==> config.mk <==
export PLATFORM = sky130hd
export DESIGN_NAME = fifo_wr_arbiter
export DESIGN_NICKNAME = d
export VERILOG_FILES = /design/src/rtl/fifo_wr_arbiter.sv
export SDC_FILE = /design/constraint.sdc
export NUM_CORES = 1
export LEC_CHECK = 0
export CAP_MARGIN = 0
export CORE_MARGIN = 4
export CORE_UTILIZATION = 58
export CTS_BUF_LIST = sky130_fd_sc_hd__clkbuf_8
export DETAILED_ROUTE_END_ITERATION = 8
export GPL_ROUTABILITY_DRIVEN = 0
export PLACE_DENSITY = 0.85
export SLEW_MARGIN = 20
export SYNTH_ARGS = -nofsm -noshare
export SYNTH_HDL_FRONTEND = slang
export SYNTH_SLANG_ARGS = --single-unit
==> constraint.sdc <==
create_clock -name clk -period 2.6 [get_ports clk]
set_input_delay 0.52 -clock clk [delete_from_list [all_inputs] [get_ports clk]]
set_output_delay 0.52 -clock clk [all_outputs]
set_load 0.02 [all_outputs]
==> src/rtl/fifo_wr_arbiter.sv <==
// fifo_wr_arbiter: round-robin arbiter that lets N_REQ producers share one
// FIFO write port. A grant lasts up to MAX_BURST words, ends early on a
// packet's last word or when the granted producer drops valid, and is held
// (not timed out) while the FIFO reports full. Per-producer saturating word
// counters are kept for debug readout.
module fifo_wr_arbiter #(
    parameter int N_REQ     = 4,
    parameter int WIDTH     = 4,
    parameter int MAX_BURST = 4,
    parameter int CNT_W     = 8,
    localparam int GID_W    = (N_REQ > 1) ? $clog2(N_REQ) : 1
) (
    input  logic                   clk,
    input  logic                   rst,
    input  logic [N_REQ-1:0]       req_valid_i,
    input  logic [N_REQ*WIDTH-1:0] req_data_i,
    input  logic [N_REQ-1:0]       req_last_i,
    output logic [N_REQ-1:0]       req_ready_o,
    input  logic                   fifo_full_i,
    output logic                   fifo_wr_en_o,
    output logic [WIDTH-1:0]       fifo_din_o,
    output logic                   grant_active_o,
    output logic [GID_W-1:0]       grant_id_o,
    input  logic                   stat_clr_i,
    input  logic [GID_W-1:0]       cnt_sel_i,
    output logic [CNT_W-1:0]       cnt_val_o
);

    localparam int BC_W = $clog2(MAX_BURST) + 1;

    typedef enum logic {
        S_IDLE  = 1'b0,
        S_BURST = 1'b1
    } state_t;

    state_t           state_q;
    logic [GID_W-1:0] grant_id_q;
    logic [GID_W-1:0] rr_last_q;
    logic [BC_W-1:0]  burst_cnt_q;
    logic [CNT_W-1:0] cnt_q [N_REQ];
    logic [CNT_W-1:0] cnt_d [N_REQ];

    logic             sel_valid;
    logic             sel_last;
    logic [GID_W-1:0] winner_d;

    // Saturating increment: the counter sticks at all-ones.
    function automatic logic [CNT_W-1:0] sat_inc(input logic [CNT_W-1:0] c);
        if (c == {CNT_W{1'b1}}) begin
            return c;
        end
        return c + 1'b1;
    endfunction

    // First requester found scanning upward from last+1, wrapping at N_REQ.
    // The loop runs from the farthest candidate to the nearest so the
    // nearest valid one is the value left standing.
    function automatic logic [GID_W-1:0] rr_pick(input logic [N_REQ-1:0] valid,
                                                 input logic [GID_W-1:0] last);
        logic [GID_W-1:0] idx;
        rr_pick = last;
        for (int k = N_REQ; k >= 1; k--) begin
            idx = GID_W'((int'(last) + k) % N_REQ);
            if (valid[idx]) begin
                rr_pick = idx;
            end
        end
    endfunction

    assign winner_d       = rr_pick(req_valid_i, rr_last_q);
    assign grant_active_o = (state_q == S_BURST);
    assign grant_id_o     = grant_id_q;

    // Write-port steering for the granted producer; full gates the write
    // combinationally so a registered full from the FIFO is never overrun.
    always_comb begin
        req_ready_o  = '0;
        fifo_wr_en_o = 1'b0;
        fifo_din_o   = '0;
        sel_valid    = 1'b0;
        sel_last     = 1'b0;
        if (state_q == S_BURST) begin
            sel_valid                = req_valid_i[grant_id_q];
            sel_last                 = req_last_i[grant_id_q];
            req_ready_o[grant_id_q]  = ~fifo_full_i;
            fifo_wr_en_o             = sel_valid & ~fifo_full_i;
            fifo_din_o               = req_data_i[grant_id_q*WIDTH +: WIDTH];
        end
    end

    // Grant FSM: arbitrate in IDLE, stream words in BURST until last word,
    // burst limit or the producer going idle; a full FIFO just holds the grant.
    always_ff @(posedge clk or posedge rst) begin
        if (rst) begin
            state_q     <= S_IDLE;
            grant_id_q  <= '0;
            rr_last_q   <= GID_W'(N_REQ - 1);
            burst_cnt_q <= '0;
        end else begin
            case (state_q)
                S_IDLE: begin
                    if (|req_valid_i) begin
                        state_q     <= S_BURST;
                        grant_id_q  <= winner_d;
                        burst_cnt_q <= '0;
                    end
                end
                S_BURST: begin
                    if (fifo_wr_en_o) begin
                        burst_cnt_q <= burst_cnt_q + 1'b1;
                        if (sel_last || (burst_cnt_q == BC_W'(MAX_BURST - 1))) begin
                            state_q   <= S_IDLE;
                            rr_last_q <= grant_id_q;
                        end
                    end else if (!sel_valid) begin
                        state_q   <= S_IDLE;
                        rr_last_q <= grant_id_q;
                    end
                end
                default: begin
                    state_q <= S_IDLE;
                end
            endcase
        end
    end

    // Next counter values: clear beats a same-cycle increment.
    always_comb begin
        for (int i = 0; i < N_REQ; i++) begin
            cnt_d[i] = cnt_q[i];
            if (stat_clr_i) begin
                cnt_d[i] = '0;
            end else if (fifo_wr_en_o && (grant_id_q == GID_W'(i))) begin
                cnt_d[i] = sat_inc(cnt_q[i]);
            end
        end
    end

    // Per-producer accepted-word counters.
    always_ff @(posedge clk or posedge rst) begin
        if (rst) begin
            for (int i = 0; i < N_REQ; i++) begin
                cnt_q[i] <= '0;
            end
        end else begin
            cnt_q <= cnt_d;
        end
    end

    // Debug readout; selects beyond the last producer read as zero.
    always_comb begin
        cnt_val_o = '0;
        if (int'(cnt_sel_i) < N_REQ) begin
            cnt_val_o = cnt_q[cnt_sel_i];
        end
    end

endmodule

==> flow_summary.toml <==
[timing]
period_share_pct = 99.14
worst_pin_slew_ps = 736.4
grt_setup_unrepaired = "no"
setup-tns-final_ps = 0
clock_skew_ps = 9.177
setup_viol = 0
final_hold_viol_count = 0
slew_violations = 0
maxSlewHeadroom_pct = 50.83
setup_ws_ps = 22.40
post-route-min-period_ps = 2578
fmax_mhz = 388.0

[yosys]
synth_top_family_by_area = "simple AND/OR/NAND/NOR gates"
synth_area_leaders = "dfrtp_1 (37%), mux4_2 (10%), a21oi_1 (4.3%), mux2i_1 (3.9%), ha_1 (2.9%)"
netlist_instances = 256
yosys_most_used_dff = "dfrtp_1"
mappedNetlistNets = 292
yosys_warnings = 0
synth-edff-count = 0
synth-seq-cells = 40
synth.top_cell.area_share_pct = 36.89
synth_commonest_cells = "dfrtp_1 (38), a21oi_1 (22), nand2_1 (17), nor2_1 (15), nand3_1 (14)"
synth_mux_area_share_pct = 16.26
synth_area_leader_cell = "dfrtp_1"
async_flop_share_pct = 100.0
ys_types = 43
synth_fa_ha_area_share_pct = 2.913
seq_area_frac_synth_pct = 38.93
synth_compound_area_share_pct = 15.15
syn_area_per_cell_um2 = 10.07
yosys.area_share.simple_pct = 20.87
synth_xor_xnor_area_share_pct = 1.359
syn_area_mm2 = 0.002577
synth.most_common_cell = "dfrtp_1"

[clock_tree]
clkLatencyLatePin_ps = 300
cts_tree = "built"
cts_buffers = 5
clkSinkCount = 40
htreeDepth = 2
cts_setup_buffers = 0
cts.path.max_buffers = 2
clkTransAtPathRegs_ps = 70
cts-root-buf = "clkbuf_8"

[drt]
drtIter0Drc = 203
via_per_inst = 6.419
antenna_left = 0
wl_per_cell_um = 19.08
drc = 0
drtPass1Iterations = 5
routed_wl_um = 7061
num_vias = 2375

[critical_path]
worst_setup_path_end_kind = "primary output"
crit_path_frequent_cell = "clkdlybuf4s50_1"
critical-path-top-delay-family = "buffers and inverters"
crit_type = "in -> out"
worstSetupPathDepth = 3
crit_fanout = 6
r2r-start = "grant_id_o[0]"
worst-r2r-setup-slack_ps = 480
startpoint_type = "input pin"
worstPathArrival_ps = 2060
slowest_stage = "clkdlybuf4s50_1"
rr_worst_depth = 7
cp.buffers_inverters = 2
path_cells = "clkdlybuf4s50_1 -> and4b_4 -> clkdlybuf4s50_1"
cpPeakStageDelay_ps = 610
required_ps = 2080
rr_endpoint = "cnt_q[28]"

[floorplanning]
fp-row-count = 23
initial_core_util_pct = 62.20
core_mm2 = 0.004144
dieArea_mm2 = 0.005574
die_h_um = 74.66
pin_count = 50
die_w_um = 74.66

[placement]
io_buffers = 49
hpwl_um = 5142
dp.cells = 363
post-place-ws_ps = -197.6

[global_routing]
grt_pass1_wl_um = 11610
overflow = 0
grt_pass1_vias = 2457
antenna_found_initial = 0
grt_max_degree = 41
grtUsageTotal_pct = 27.67

[pwr]
power.leakage_nw = 1.450
pwr_density_cell_mw_per_mm2 = 619.5
irDropWorstVdd_uv = 326.9
power_mw = 2.055

[worst_hold_path]
min_path_cells = 2
min_from = "burst_cnt_q[1]"
hold_class = "reg -> reg"
min_to = "burst_cnt_q[1]"

[finish]
instances_no_fill = 370
utilization_pct = 80.04
n_antenna_cell = 0
layout-area-overhead-vs-synth_pct = 28.69
nets = 356
drive_above_1_share_pct = 16.56

[run]
drv_cap = 0

[outcome]
status = "finished, final reports clean"
==> state kept, by name (all words and copies together), names as in the netlist <==
signal          cells
burst_cnt_q         3
cnt_q              32
grant_active_o      1
grant_id_o          2
rr_last_q           2
==> through the flow <==
step | hold slack, ps | cell area, um^2
floorplan | 459.6 | 2577
detailed placement | 505.3 | 3221
CTS | 526.6 | 3286
global route | 551.4 | 3317
finish | 515.7 | 3317
global placement | 481.8 | 3221
==> kinds of logic after synthesis <==
family / after synthesis
adders and majority gates: 6
muxes: 25
DFF: 40
and+or+nand+nor: 94
buffers and inverters: 26
AOI/OAI and AO/OA: 61
xor gates and xnor gates: 4
==> metal layers <==
metal	vias up	wire length (um)	track usage, %	part of all wire [%]
li1	1101	-	-	-
met1	1124	2785	33.68	39
met2	123	3492	47.80	49
met3	27	562	6.275	8.0
met4	0	219	10.87	3.1
met5	-	0	0	0
==> repair_timing <==
action                                  CTS  global route
endpoints found under the setup margin   11             7
hold buffers                              0             0
pin swaps                                 0             0
resized for setup                        12             7
==> how the worst max path moves through the flow <==
| stage | start | to | slack, ps |
|---|---|---|---|
| after global placement | req_valid_i[2] | fifo_wr_en_o | -150 |
| after detailed placement | cnt_sel_i[0] | cnt_val_o[5] | -200 |
| after CTS | req_data_i[12] | fifo_din_o[0] | 6 |
| final | fifo_full_i | req_ready_o[3] | 20 |
| after floorplan | grant_id_o[1] | cnt_q[28] | 470 |
| after global routing | fifo_full_i | req_ready_o[3] | 10 |
==> power by group <==
part	internal, mW	leakage [nW]	switching (mW)
sequential	0.699	0.542	0.106
combinational	0.452	0.862	0.410
clock	0.178	0.0452	0.209
==> area by class of cell <==
cell class	count	area [um^2]
Clock buffer	5	68.82
Timing Repair Buffer	70	650.6
Multi-Input combinational cell	190	1473
Clock inverter	2	8.758
Tap cell	50	62.56
Inverter	13	48.80
Sequential cell	40	1005
Fill cell	280	827.0
==> cells in the final DEF (no fill, tap or decap), types with 2 or more instances in the layout <==
cell             instances
a211oi_1                 2
a21o_1                   2
a21oi_1                 22
a31oi_1                  5
and2_1                   6
and3_1                   3
and4_1                   2
buf_4                   20
clkbuf_8                 5
clkdlybuf4s15_1          2
clkdlybuf4s50_1         34
dfrtp_1                 37
dfstp_2                  2
dlygate4sd2_1            9
dlymetal6s2s_1           4
ha_1                     6
inv_1                   14
mux2_2                   2
mux2i_1                 10
mux4_2                  12
nand2_1                 17
nand2b_1                 3
nand3_1                 14
nand4_1                  4
nor2_1                  15
nor3_1                   2
o21ai_0                 13
o311ai_2                 2
o31ai_1                 10
or3_1                   10
or4_1                   10
xor2_1                   4
==> worst register-to-register path, cell delays in order (launching register included) <==
cell,delay [ps]
dfrtp_2,470
buf_4,200
nor4b_2,310
buf_4,160
o311ai_1,150
buf_4,200
or4_1,400
a21oi_1,160
Power figures use the tool's default switching activity.
